[src/rtl/mips_mmio_uart_tx.sv]
// rtl/mips_mmio_uart_tx.sv - memory-mapped 8N1 UART transmitter with TX FIFO
//
// Snoops the CPU data bus and claims three words at BASE_ADDR:
//   +0x0 TXDATA  write pushes wr_data[7:0] into the TX FIFO, reads 0
//   +0x4 STATUS  {20'b0, level[11:4], overflow[3], empty[2], full[1], busy[0]}
//                write with bit3=1 clears overflow
//   +0x8 CTRL    bit0 enable, bit1 parity enable (parity build only)
//
// Optional feature macro: MMIO_UART_PARITY_EN (adds an even-parity bit, 8E1).
//
// Ports:
//   clk          system clock, all state on posedge
//   rst          asynchronous active-high reset
//   mem_addr     CPU bus byte address (bits [1:0] ignored)
//   mem_wr_data  CPU bus write data
//   mem_wr_ena   CPU bus write strobe, one cycle per store
//   mmio_hit     combinational: address falls inside the register window
//   mmio_rd_data registered read data, 1-cycle latency
//   uart_tx      serial line, idle high
//   tx_busy      frame on the line or FIFO non-empty
module mips_mmio_uart_tx #(
  parameter logic [31:0] BASE_ADDR    = 32'h3000_0000,
  parameter int          CLKS_PER_BIT = 868,
  parameter int          FIFO_DEPTH   = 8
) (
  input  logic        clk,
  input  logic        rst,
  input  logic [31:0] mem_addr,
  input  logic [31:0] mem_wr_data,
  input  logic        mem_wr_ena,
  output logic        mmio_hit,
  output logic [31:0] mmio_rd_data,
  output logic        uart_tx,
  output logic        tx_busy
);

  localparam int AW = $clog2(FIFO_DEPTH);
  localparam int CW = (CLKS_PER_BIT > 1) ? $clog2(CLKS_PER_BIT) : 1;
  localparam logic [CW-1:0] BAUD_MAX = CW'(CLKS_PER_BIT - 1);
  localparam logic [AW:0]   DEPTH    = (AW + 1)'(FIFO_DEPTH);

`ifdef MMIO_UART_PARITY_EN
  typedef enum logic [2:0] {IDLE, START, DATA, PARITY, STOP} state_t;
`else
  typedef enum logic [1:0] {IDLE, START, DATA, STOP} state_t;
`endif

  state_t         state;
  logic [CW-1:0]  baud_cnt;
  logic [2:0]     bit_idx;
  logic [7:0]     shift;

  logic [7:0]     fifo_mem [FIFO_DEPTH];
  logic [AW-1:0]  wr_ptr;
  logic [AW-1:0]  rd_ptr;
  logic [AW:0]    level;
  logic           empty;
  logic           full;

  logic           enable;
  logic           overflow;
  logic           parity_en_rd;

  logic [29:0]    word_off;
  logic           wr_hit;
  logic           push_req;
  logic           push;
  logic           pop;
  logic           baud_done;
  logic [31:0]    rd_mux;

  logic           unused_bits;
  assign unused_bits = ^{mem_addr[1:0], mem_wr_data[31:8]};

  // Unsigned word offset: addresses below the base wrap to huge values and miss.
  assign word_off = mem_addr[31:2] - BASE_ADDR[31:2];
  assign mmio_hit = (word_off < 30'd3);
  assign wr_hit   = mem_wr_ena & mmio_hit;

  assign empty     = (level == '0);
  assign full      = (level == DEPTH);
  assign pop       = (state == IDLE) & enable & ~empty;
  assign push_req  = wr_hit & (word_off[1:0] == 2'd0);
  // A push into a full FIFO still fits when the FSM frees a slot this cycle.
  assign push      = push_req & (~full | pop);
  assign tx_busy   = (state != IDLE) | ~empty;
  assign baud_done = (baud_cnt == BAUD_MAX);

  always_ff @(posedge clk) begin
    if (push) fifo_mem[wr_ptr] <= mem_wr_data[7:0];
  end

  always_ff @(posedge clk or posedge rst) begin
    if (rst) begin
      wr_ptr <= '0;
      rd_ptr <= '0;
      level  <= '0;
    end else begin
      if (push) wr_ptr <= wr_ptr + 1'b1;
      if (pop)  rd_ptr <= rd_ptr + 1'b1;
      case ({push, pop})
        2'b10:   level <= level + 1'b1;
        2'b01:   level <= level - 1'b1;
        default: level <= level;
      endcase
    end
  end

`ifdef MMIO_UART_PARITY_EN
  logic parity_en;
  logic parity_bit;
  assign parity_en_rd = parity_en;
`else
  assign parity_en_rd = 1'b0;
`endif

  always_comb begin
    rd_mux = '0;
    case (word_off[1:0])
      2'd1:    rd_mux = {20'b0, 8'(level), overflow, empty, full, tx_busy};
      2'd2:    rd_mux = {30'b0, parity_en_rd, enable};
      default: rd_mux = '0;
    endcase
  end

  always_ff @(posedge clk or posedge rst) begin
    if (rst) begin
      enable       <= 1'b0;
      overflow     <= 1'b0;
      mmio_rd_data <= '0;
`ifdef MMIO_UART_PARITY_EN
      parity_en    <= 1'b0;
`endif
    end else begin
      mmio_rd_data <= mmio_hit ? rd_mux : '0;
      if (push_req & full & ~pop) begin
        overflow <= 1'b1;
      end else if (wr_hit && word_off[1:0] == 2'd1 && mem_wr_data[3]) begin
        overflow <= 1'b0;
      end
      if (wr_hit && word_off[1:0] == 2'd2) begin
        enable    <= mem_wr_data[0];
`ifdef MMIO_UART_PARITY_EN
        parity_en <= mem_wr_data[1];
`endif
      end
    end
  end

  // Serialiser; uart_tx is registered alongside the state so the line never glitches.
  always_ff @(posedge clk or posedge rst) begin
    if (rst) begin
      state      <= IDLE;
      uart_tx    <= 1'b1;
      baud_cnt   <= '0;
      bit_idx    <= '0;
      shift      <= '0;
`ifdef MMIO_UART_PARITY_EN
      parity_bit <= 1'b0;
`endif
    end else begin
      case (state)
        IDLE: begin
          baud_cnt <= '0;
          if (pop) begin
            state      <= START;
            uart_tx    <= 1'b0;
            shift      <= fifo_mem[rd_ptr];
`ifdef MMIO_UART_PARITY_EN
            parity_bit <= ^fifo_mem[rd_ptr];
`endif
          end
        end
        START: begin
          if (baud_done) begin
            state    <= DATA;
            uart_tx  <= shift[0];
            baud_cnt <= '0;
            bit_idx  <= '0;
          end else begin
            baud_cnt <= baud_cnt + 1'b1;
          end
        end
        DATA: begin
          if (baud_done) begin
            baud_cnt <= '0;
            if (bit_idx == 3'd7) begin
`ifdef MMIO_UART_PARITY_EN
              if (parity_en) begin
                state   <= PARITY;
                uart_tx <= parity_bit;
              end else begin
                state   <= STOP;
                uart_tx <= 1'b1;
              end
`else
              state   <= STOP;
              uart_tx <= 1'b1;
`endif
            end else begin
              shift   <= {1'b0, shift[7:1]};
              uart_tx <= shift[1];
              bit_idx <= bit_idx + 1'b1;
            end
          end else begin
            baud_cnt <= baud_cnt + 1'b1;
          end
        end
`ifdef MMIO_UART_PARITY_EN
        PARITY: begin
          if (baud_done) begin
            state    <= STOP;
            uart_tx  <= 1'b1;
            baud_cnt <= '0;
          end else begin
            baud_cnt <= baud_cnt + 1'b1;
          end
        end
`endif
        STOP: begin
          if (baud_done) begin
            state    <= IDLE;
            uart_tx  <= 1'b1;
            baud_cnt <= '0;
          end else begin
            baud_cnt <= baud_cnt + 1'b1;
          end
        end
        default: begin
          state   <= IDLE;
          uart_tx <= 1'b1;
        end
      endcase
    end
  end

endmodule

[config.mk]
export PLATFORM = sky130hd
export DESIGN_NAME = mips_mmio_uart_tx
export DESIGN_NICKNAME = d
export VERILOG_FILES = /design/src/rtl/mips_mmio_uart_tx.sv
export SDC_FILE = /design/constraint.sdc
export NUM_CORES = 1
export LEC_CHECK = 0
export ABC_AREA = 1
export BUFFER_PORTS_ARGS = -buffer_cell sky130_fd_sc_hd__clkbuf_2
export CAP_MARGIN = 10
export CORE_AREA = 2 2 117 119
export CTS_CLUSTER_SIZE = 8
export DETAILED_ROUTE_END_ITERATION = 8
export DIE_AREA = 0 0 119 121
export SLEW_MARGIN = 10
export SYNTH_ARGS = -nofsm -noshare
export SYNTH_HDL_FRONTEND = slang
export SYNTH_SLANG_ARGS = --single-unit
[constraint.sdc]
create_clock -name clk -period 2.85 [get_ports clk]
set_input_delay 0.4275 -clock clk [delete_from_list [all_inputs] [get_ports clk]]
set_output_delay 0.4275 -clock clk [all_outputs]
set_load 0.05 [all_outputs]
# Yosys cells after proc, flatten, opt, wreduce, memory -nomap -nowiden
# Memory sizes are Yosys's and may differ from the RTL's.
# Cells that the tools add are included.
# totals
reg_bits,68
memories,1
out_inout_bits,35
ram_bits,64
# op_classes
mux,29
n_lt_le_gt_ge,1
add_sub_neg,7
n_reduce_logical,16
eq_ne,16
n_bitwise,12
# memory_table
name,words,width,read_ports,rd_ports_with_merged_regs,write_ports,line_no,text
fifo_mem,8,8,1,0,1,53,logic [7:0] fifo_mem [FIFO_DEPTH];
# op_table
operator,count
$mux 32,1
$pmux 8 s2,2
$lt 30x2->1 const B,1
$sub 30x28->30 const B,1
$mux 8,3
$pmux 10 s2,1
$ne 2x2->1 const B,6
$reduce_and 4->1,3
$add 10x1->10 const B,1
$eq 10x10->1 const B,1
$mux 10,1
$mux 2,5
$reduce_bool 2->1,5
$add 3x1->3 const B,3
$mux 1,9
$mux 3,3
$eq 2x2->1 const B,4
$pmux 2 s4,1
$pmux 4 s2,1
$and 1x1->1,7
$eq 2x1->1 const B,3
$pmux 3 s2,1
$reduce_and 5->1,1
$add 4x1->4 const B,1
other kinds (10),16

# Logic depth before layout (Yosys ltp)
# depth
depth_word,7
ltp_mapped,16
ltp_nobuf,16

# Least setup slack after synthesis
# No wires, ideal clock.
# synth_timing
path_kind,input -> register
startpoint,in mem_addr[2]
endpoint,mem fifo_mem[5][0] (enable)
setup_ns,0.383
path_slack_ns,0.195
required_ns,2.467
arrival_time_ns,2.272
path_stages,10
path_buffers,0
path_cell_list,ha_1 -> inv_1 -> nand2_1 -> nor2_1 -> nand3_1 -> nor2_4 -> nand4_2 -> inv_1 -> nand2_1 -> nor3_1
# synth_via
elab_chain_len,7
# synth_rtl
item,line_no,text
"start, declared",28,"input logic [31:0] mem_addr,"
$sub 30x28->30,76,assign word_off = mem_addr[31:2] - BASE_ADDR[31:2];
$lt 30x2->1,77,assign mmio_hit = (word_off < 30'd3);
net mmio_hit,31,"output logic mmio_hit,"
$and 1x1->1,78,assign wr_hit = mem_wr_ena & mmio_hit;
$and 1x1->1,83,assign push_req = wr_hit & (word_off[1:0] == 2'd0);
$and 1x1->1,85,assign push = push_req & (~full | pop);
$mux 1,90,if (push) fifo_mem[wr_ptr] <= mem_wr_data[7:0];
$mux 1 (implied by the code),90,
"end, declared",53,
# The timed path passes the listed nets, and every way through them passes these cells.

# Worst setup path after layout
# layout_timing
startpoint,reg state[0]
endpoint,mem fifo_mem[5][4] (enable)
# layout_via
elab_chain_len,7
# layout_rtl
item,line_no,text
"start, declared",48,state_t state;
"start signal, assigned",153,state <= IDLE;
"start signal, assigned",166,state <= START;
"start signal, assigned",176,state <= DATA;
$logic_not 2->1,82,assign pop = (state == IDLE) & enable & ~empty;
$and 1x1->1 (2 in series),82,
$or 1x1->1,85,
$and 1x1->1,85,
$mux 1,90,
$mux 1 (implied by the code),90,
# No other way between the ends.

==> flow_metrics.tcl <==
set metrics [dict create \
    status "finished clean" \
    setup-violations-final 0 \
    drt_iter0_markers 189 \
    wirelength_mm 9.93 \
    ys_warn_count 0 \
    gp_congestion 0.813 \
    synth-seq-cells 108 \
    max_freq_mhz 451 \
    p_sw_uw 761 \
    leakagePower_nw 2.54 \
    rsz0062_at_grt "false" \
    grt_overflow 0 \
    die_y_um 121 \
    grtUsageTotal_pct 14.6 \
    portBuffers 51 \
    layout-drive-gt1-share_pct 16.1 \
    yosys-top-cells-area "edfxtp_1, dfrtp_1, nand2_1" \
    dp_hpwl_mm 7.02 \
    clkLatencyLatePin_ps 360 \
    cpMostUsedCell "nand2_1" \
    ys_seq_area_share_pct 58.9 \
    synthCells 523 \
    finalSetupTns_ps 0 \
    crit_buf_inv 3 \
    pwr-share-clk_pct 39.4 \
    ioPinCount 102 \
    clkTransAtPathRegs_ps 80 \
    grt_max_degree 45 \
    start_kind "flip-flop" \
    hold_viol 0 \
    cts.path.max_buffers 2 \
    path_max_fanout 8 \
    post_cts_resized 0 \
    cts_setup_buffers 0 \
    synthArstFlopShare_pct 40.7 \
    crit_path_max_incr_delay_ps 410 \
    numCtsBuffers 9 \
    grt_pass1_wl_mm 16.6 \
    arrival_ps 2280 \
    layout_setup_ws_ps 635 \
    fill_cells 1238 \
    finalNetCount 666 \
    synth.most_common_cell "nand2_1" \
    synth_top_area_cell "edfxtp_1" \
    die_w_um 119 \
    synth_edf_count 64 \
    rr_startpoint "state[0]" \
    synth_cell_types 36 \
    drv_slew 0 \
    antenna_found_initial 0 \
    place_area_mm2 0.00556 \
    drtAntennaViolNets 0 \
    skew_ps 13.3 \
    wl_per_cell_um 13.0 \
    cp-startpoint "state[0]" \
    path_delay_family "simple AND/OR/NAND/NOR gates" \
    place_ws_ps 459 \
    vdd_drop_max_mv 0.296 \
    fin_area_mm2 0.00586 \
    ctsHoldBuffers 0 \
    cp_cell_sequence "inv_1 > ha_1 > nand2_1 > nand2_1 > nand4_2 > inv_1 > nand2_1 > nor3_1 > buf_4" \
    cts-root-buf "clkbuf_16" \
    synth_top_area_share_pct 37.4 \
    crit_path_end_kind "flip-flop" \
    syn_avg_cell_area_um2 9.82 \
    period_minus_slack_ps 2220 \
    p_int_mw 2.36 \
    maxCapViolations 0 \
    comb_power_share_pct 6.0 \
    synth_common_cells "nand2_1, nor2_1, edfxtp_1, inv_1, o21ai_0" \
    slowest_stage "dfrtp_1" \
    period_share_pct 77.7 \
    powerDensity_mw_per_mm2 532 \
    core_mm2 0.0131 \
    crit_type "flip-flop to flip-flop" \
    cts.sinks 108 \
    netlist_area_mm2 0.00513 \
    start_util_pct 39.2 \
    min_path_type "input pin to asynchronous set/reset pin" \
    via_per_inst 4.79 \
    die_area_mm2 0.0144 \
    reg2reg_to "fifo_mem[5][4]" \
    max_slew_margin_pct 38.8 \
    drt_pass1_iterations 4 \
    rows 42 \
    diodes 0 \
    area_growth_pct 14.1 \
    vias 3666 \
    cts_tree "built" \
    seqPwrFrac_pct 54.5 \
    sw_frac_of_total_pct 24.4 \
    rr_worst_depth 9 \
    tightest_slew_ps 917 \
    regToRegSetupSlack_ps 630 \
    htree_levels 3 \
    cp.required_ps 2920 \
    route.detailed.drc 0 \
    ys.flop_type "edfxtp_1" \
    grt_pass1_vias 3542 \
]
==> state kept, by name (all words and copies together), names as in the netlist <==
name / flops
state: 2
baud_cnt: 10
shift: 8
overflow: 1
bit_idx: 3
rd_ptr: 3
fifo_mem: 64
level: 4
enable: 1
uart_tx: 1
mmio_rd_data: 8
wr_ptr: 3
==> layout make-up <==
cell class	count	area [um2]	area share, %
timing repair buffer	63	345	5.89
multi-input combinational	344	1750	29.9
sequential	108	3020	51.6
clock inverter	7	77.6	1.32
tap	176	220	3.76
clock buffer	9	225	3.84
inverter	58	218	3.72
==> layout by cell type, fill, tap and decap left out, types with 15 or more instances in the layout <==
cell | netlist | routed
nor2_1 | 79 | 79
inv_1 | 56 | 55
nand2_1 | 85 | 85
clkbuf_2 | 0 | 51
conb_1 | 1 | 24
edfxtp_1 | 64 | 64
o21ai_0 | 52 | 52
nand3_1 | 17 | 17
dfrtp_1 | 43 | 43
ha_1 | 15 | 15
o22ai_1 | 23 | 23
==> worst reg2reg max path, delay by kind of cell, from the launching register on <==
family	cells	cell delay (ps)
fa+ha+maj	1	330
simple gates	5	680
buf+inv	3	500
flops	1	410
==> power groups by stage <==
stage / Clock [mW] / Sequential, mW / Combinational [mW]
after floorplan: 0 / 1.73 / 0.160
after global placement: 0 / 1.73 / 0.185
after detailed placement: 0 / 1.73 / 0.189
after CTS: 1.26 / 1.70 / 0.190
after global routing: 1.32 / 1.70 / 0.210
final: 1.23 / 1.70 / 0.188
==> metrics by stage <==
| step | power (mW) | hold WS [ps] | cells | util (%) |
|---|---|---|---|---|
| after floorplan | 1.89 | 455 | 546 | - |
| after global placement | 1.92 | 472 | 749 | 42.5 |
| after detailed placement | 1.92 | 482 | 749 | 42.5 |
| after CTS | 3.15 | 300 | 765 | 44.8 |
| after global routing | 3.23 | 353 | 765 | 44.8 |
| final | 3.12 | 257 | 765 | 44.8 |
==> logic make-up (layout without fill, tap and decap cells) <==
| logic type | count (synthesis) | count (layout) | share of synthesized area, % |
|---|---|---|---|
| flops | 108 | 108 | 58.9 |
| buf+inv | 94 | 137 | 8.72 |
| compound gates | 94 | 94 | 10.4 |
| fa+ha+maj | 15 | 15 | 3.65 |
| simple gates | 205 | 205 | 17.2 |
| other cells | 1 | 24 | 0.0730 |
| xor+xnor | 5 | 5 | 0.853 |
| mux | 1 | 1 | 0.219 |
==> worst max-delay path by stage <==
stage / cells after the start / slack, ps / end
after floorplan: 10 / 190 / fifo_mem[5][0]
after global placement: 12 / 490 / fifo_mem[5][1]
after detailed placement: 12 / 460 / fifo_mem[7][1]
after CTS: 9 / 600 / fifo_mem[5][3]
after global routing: 9 / 440 / fifo_mem[7][6]
final: 9 / 630 / fifo_mem[5][4]
==> layer usage <==
metal / routed length, um / share of wire (%) / up-vias / global-route usage (%)
met3: 340 / 3.4 / 16 / 3.15
li1: - / - / 1830 / -
met1: 4490 / 45 / 1757 / 18.2
met4: 204 / 2.1 / 0 / 6.25
met2: 4900 / 49 / 63 / 24.5
met5: 0 / 0 / - / 0
(Power assumes the default switching activity.)
